### config.mk
export PLATFORM = sky130hd
export DESIGN_NAME = seg_scan_reader
export DESIGN_NICKNAME = d
export VERILOG_FILES = /design/src/rtl/seg_pkg.sv /design/src/rtl/seg_pattern_decode.sv /design/src/rtl/seg_scan_reader.sv
export SDC_FILE = /design/constraint.sdc
export NUM_CORES = 1
export LEC_CHECK = 0
export CORE_ASPECT_RATIO = 0.5
export CORE_MARGIN = 2
export CORE_UTILIZATION = 56
export CTS_CLUSTER_DIAMETER = 50
export CTS_CLUSTER_SIZE = 20
export DETAILED_ROUTE_END_ITERATION = 8
export PLACE_DENSITY = 0.86
export SETUP_SLACK_MARGIN = 0.4
export SYNTH_ARGS = -nofsm -noshare
export SYNTH_HDL_FRONTEND = slang
export SYNTH_HIERARCHICAL = 1
export SYNTH_SLANG_ARGS = --single-unit
### constraint.sdc
create_clock -name clk -period 2.7 [get_ports clk]
set_input_delay 0.27 -clock clk [delete_from_list [all_inputs] [get_ports clk]]
set_output_delay 0.27 -clock clk [all_outputs]
set_load 0.02 [all_outputs]
### src/rtl/seg_pkg.sv
// Shared constants for the multiplexed seven-segment scan reader:
// segment decode table, error flag polarity, FSM encodings and defaults.
package seg_pkg;

  localparam int STABLE_CNT_DEFAULT = 3;

  localparam logic [1:0] ST_IDLE  = 2'd0;
  localparam logic [1:0] ST_TRACK = 2'd1;
  localparam logic [1:0] ST_HELD  = 2'd2;

  localparam logic SEG_INVALID = 1'b1;

  // Index = hex value, entry = ABCDEFG pattern (A is the MSB)
  localparam logic [6:0] SEG_TABLE [16] = '{
    7'b1111110, 7'b0110000, 7'b1101101, 7'b1111001,
    7'b0110011, 7'b1011011, 7'b1011111, 7'b1110000,
    7'b1111111, 7'b1111011, 7'b1110111, 7'b0011111,
    7'b1001110, 7'b0111101, 7'b1001111, 7'b1000111
  };

endpackage

### src/rtl/seg_pattern_decode.sv
// Combinational seven-segment pattern to hex decoder; unknown patterns
// decode to zero with the error flag raised.
module seg_pattern_decode
  import seg_pkg::*;
(
  input  logic [6:0] pattern,
  output logic [3:0] value,
  output logic       err
);

  always_comb begin
    value = 4'h0;
    err   = SEG_INVALID;
    for (int i = 0; i < 16; i++) begin
      if (pattern == SEG_TABLE[i]) begin
        value = 4'(i);
        err   = ~SEG_INVALID;
      end
    end
  end

endmodule

### src/rtl/seg_scan_reader.sv
// Samples a multiplexed seven-segment display, debounces each digit and
// publishes a complete four-digit frame once every digit has been captured.
module seg_scan_reader
  import seg_pkg::*;
#(
  parameter int STABLE_CNT = STABLE_CNT_DEFAULT
) (
  input  logic        clk,
  input  logic        rst,
  input  logic [6:0]  seg,
  input  logic [3:0]  dig_en,
  output logic [15:0] digits,
  output logic [3:0]  err,
  output logic        frame_strobe,
  output logic        frame_valid
);

  logic [1:0]  state;
  logic [3:0]  cnt;
  logic [6:0]  prev_seg;
  logic [3:0]  prev_dig;
  logic [15:0] stage_digits;
  logic [3:0]  stage_err;
  logic [3:0]  mask;
  logic [3:0]  next_mask;
  logic [1:0]  dig_idx;
  logic [3:0]  dec_value;
  logic        dec_err;
  logic        onehot;
  logic        same;
  logic        capture;

  seg_pattern_decode u_decode (
    .pattern (seg),
    .value   (dec_value),
    .err     (dec_err)
  );

  assign onehot  = $onehot(dig_en);
  assign same    = (seg == prev_seg) && (dig_en == prev_dig);
  assign capture = onehot && (state == ST_TRACK) && same &&
                   (cnt == 4'(STABLE_CNT - 1));

  always_comb begin
    dig_idx = 2'd0;
    for (int i = 0; i < 4; i++) begin
      if (dig_en[i]) dig_idx = 2'(i);
    end
  end

  // A full mask is consumed by the frame copy, so a simultaneous capture
  // starts the next frame on its own.
  always_comb begin
    next_mask = (mask == 4'hF) ? 4'h0 : mask;
    if (capture) next_mask = next_mask | (4'b0001 << dig_idx);
  end

  always_ff @(posedge clk or posedge rst) begin
    if (rst) begin
      prev_seg <= 7'd0;
      prev_dig <= 4'd0;
    end else begin
      prev_seg <= seg;
      prev_dig <= dig_en;
    end
  end

  always_ff @(posedge clk or posedge rst) begin
    if (rst) begin
      state <= ST_IDLE;
      cnt   <= 4'd0;
    end else if (!onehot) begin
      state <= ST_IDLE;
      cnt   <= 4'd0;
    end else begin
      case (state)
        ST_IDLE: begin
          state <= ST_TRACK;
          cnt   <= 4'd1;
        end
        ST_TRACK: begin
          if (same) begin
            cnt <= cnt + 4'd1;
            if (capture) state <= ST_HELD;
          end else begin
            cnt <= 4'd1;
          end
        end
        ST_HELD: begin
          if (!same) begin
            state <= ST_TRACK;
            cnt   <= 4'd1;
          end
        end
        default: begin
          state <= ST_IDLE;
          cnt   <= 4'd0;
        end
      endcase
    end
  end

  always_ff @(posedge clk or posedge rst) begin
    if (rst) begin
      stage_digits <= 16'h0000;
      stage_err    <= 4'b0000;
      mask         <= 4'b0000;
      digits       <= 16'h0000;
      err          <= 4'b0000;
      frame_strobe <= 1'b0;
      frame_valid  <= 1'b0;
    end else begin
      frame_strobe <= 1'b0;
      if (mask == 4'hF) begin
        digits       <= stage_digits;
        err          <= stage_err;
        frame_strobe <= 1'b1;
        frame_valid  <= 1'b1;
      end
      if (capture) begin
        stage_digits[{dig_idx, 2'b00} +: 4] <= dec_value;
        stage_err[dig_idx]                  <= dec_err;
      end
      mask <= next_mask;
    end
  end

endmodule

==> impl_results.md, run 1 <==
* Status: finished clean
* DP Wirelength at 5137 µm
* Filler cell count at roughly 300
* Area growth, synth to finish at 31.79%
* GPL Wtd Cong at 0.8557
* Main flop type after synthesis: dfrtp_1
* Hold Crit Endpoint: prev_dig[0]
* Library cells used by synthesis at 51
* Hold violation count in the final report at 0
* Die X at 111.7 µm
* CP Data Required Time at slightly below 3000 ps
* Reg2reg end: stage_digits[13]
* DR pass1 iterations at 5
* Final critical-path share of the clock period at 87.00%
* Clock-pin slew on the worst setup and hold paths at 60 ps
* Max frequency at 425.7 MHz
* Final #Nets at around 400
* Clock latency on the worst-skew pair at 330 ps
* Layout Cells excl Fill at 460
* R2R Path Start: cnt[0]
* Post-Syn Area at 3247 µm²
* Ys async rst share at between 90% and 100%
* H-Tree Depth at 3
* Pleak at around 2 nW
* Hold Startpoint: dig_en[0]
* GRT overflow at 0
* DR iter-0 viols at 295
* EDFF count, synth at 0
* Residual DRC at 0
* Chip Height at a little under 60 µm
* Layout cells sized above 1 at a little over a fifth
* Worst slew pin tran at 766.3 ps
* Setup Viol. Count Final at 0
* Crit path from: dig_en[0]
* Vias/cell at 5.972
* Via count at 2747
* Initial Util at 58.62%
* Sequential area share after synthesis at 48.55%
* Clk sinks at 63
* Ant diodes at 0
* Row cnt at 19
* Per-cell routed wire length at 18.96 µm
* First-pass GRT wire length at around 14000 µm
* Warnings, synthesis at 6
* Worst R2R Path Depth at 8
* Critical Path Fanout Max at 5
* Hold Path Class: in -> reg
* Crit Path Class: in -> reg
* Slew HR at 48.11%
* Post-layout min period at 2349 ps
* Bufs on Longest Clock Path at 2
* Number of I/O pins at 35
* Hold Buf Count CTS at 0
* Worst path arrival time at 2560 ps
* GRT Total Usage at 27.78%
* Hold Crit Depth at 2
* Pin count of the biggest net entering global routing at 31
* Element type at the critical path end: flip-flop
* Antenna Nets Post-Route at 0
* FF/Latch Area at around 1600 µm²
* Clock skew at between 4 and 5 ps
* Dpl cells at 438
* Gate count of the mapped netlist at 319
* Util after Layout at between 70 and 80%
* Fin. max-slew vios at 0
* R2R Setup Slk at 540 ps
* Vias in the first global route at 2839
* RSZ-0062 raised after global routing: yes
* Seq cells post-synth at 63
* Core footprint at about 5500 µm²
* Aggregate routed wire length at 8722 µm
* IO buf count at 34
* Area occupied by multi-input gates at 1603 µm²
* Maxcap violations at 0
* Initial antenna violation count at 0
* Syn avg cell area at approximately 10 µm²
* PwrDens at roughly 560 nW/µm²
* Maximum VDD drop at 441.3 µV
* Mapped Nets at 345
* Die area at 6460 µm²
* Total CTS buffers at 9
* Clock root buffer master: clkbuf_16
* Worst Setup Start Kind: input port
* CTS tree: done
==> synth_stat cells, drive strengths merged (7+ instances only) <==
library cell,number,area (µm²)
dfrtp,63,1577
nand2,55,206.5
inv,23,86.33
o21ai,16,80.07
mux2i,13,130.1
nor2,13,48.80
ha,12,150.1
nor4,12,135.1
buf,11,76.32
nand4,10,62.56
xor2,9,78.83
mux2,7,78.83
nand3,7,35.03
==> where the power goes <==
| part | switching [W] | internal [W] |
|---|---|---|
| clock network | 0.000420 | 0.000737 |
| registers | 0.0000133 | 0.000959 |
| logic | 0.000163 | 0.000105 |
==> cells by family after synthesis <==
family          Yosys count  synth area share, %
compound gates           41                8.555
xor+xnor                 13                3.507
fa+ha+maj                13                5.241
buf+inv                  40                5.703
flops                    63                48.55
mux                      20                6.435
simple gates            129                22.00
==> placed cells by master, fill, tap and decap left out, drive strengths merged, types with 3 or more instances in the layout <==
cell type and count:
nand3b 4, nor3b 3, nor4 12, nand4 10, buf 37, xor2 9
a21oi 5, nand3 7, clkdlybuf4s50 29, nor2b 5, xnor2 4, nand2b 4
inv 23, nand2 55, ha 12, dfrtp 63, mux2 7, clkbuf 11
o21ai 16, or4 3, mux2i 13, nand4b 3, and3 3, nor2 13
clkinvlp 3, a21o 4
==> metrics by stage <==
| stage | hold slack [ps] | setup WS [ps] | instance area, µm² | setup TNS (ps) | power (W) |
|---|---|---|---|---|---|
| detailed placement | 455.1 | -409.5 | 3856 | -7064 | 0.001219 |
| finish | 152.7 | 350.9 | 4279 | 0 | 0.002397 |
| global route | 153.8 | 273.0 | 4279 | 0 | 0.002474 |
| global placement | 449.4 | -335.5 | 3856 | -5944 | 0.001205 |
| floorplan | 301.4 | 89.85 | 3313 | 0 | 0.001134 |
| CTS | 158.0 | 390.2 | 4219 | 0 | 0.002373 |
==> layer usage <==
layer	part of all wire, %	GRT usage (%)
met3	6.6	6.904
met2	50	50.30
met4	2.4	9.700
met1	41	33.26
met5	0	0
==> critical path, stage by stage <==
cell and delay, ps:
buf_8 70, inv_4 30, fa_1 550, inv_2 50
ha_4 150, ha_4 210, nor3b_4 310, buf_6 150
nand4_1 120, nor4_4 310, mux2_4 330
==> registers in the layout, summed over array words and instances, names as in the netlist <==
signal	count
err	4
state	2
digits	16
mask	4
stage_digits	16
stage_err	4
cnt	4
prev_seg	7
frame_strobe	1
frame_valid	1
prev_dig	4
==> final cells by class <==
cell class	instances	share of cell area, %
inverters	24	2.164
well taps	73	2.135
flip-flops and latches	63	36.84
clock inverters	5	1.345
clock buffers	11	5.673
multi-input cells	216	37.46
repair buffers	68	14.39
==> worst max-delay path by stage <==
stage,end,slack [ps],depth (start not counted)
2_1_floorplan,stage_digits[13],90,10
3_3_place_gp,stage_err[2],-340,11
3_5_place_dp,stage_err[3],-410,11
4_1_cts,stage_err[0],390,10
5_1_grt,stage_err[1],270,11
6_report,stage_err[1],350,11
==> repair_timing <==
action	4_1_cts	5_1_grt
pin swaps	11	4
setup buffers	5	1
gates resized for setup	23	12
setup endpoints to repair	25	20
No activity file was read; power rests on OpenSTA's default activity.
==> run 2, diff against run 1 <==
Settings changed: ABC_CLOCK_PERIOD_IN_PS set to 2700.
==> results of run 2 <==
No change in the layout: final DEF, timing and power equal those of run 1.
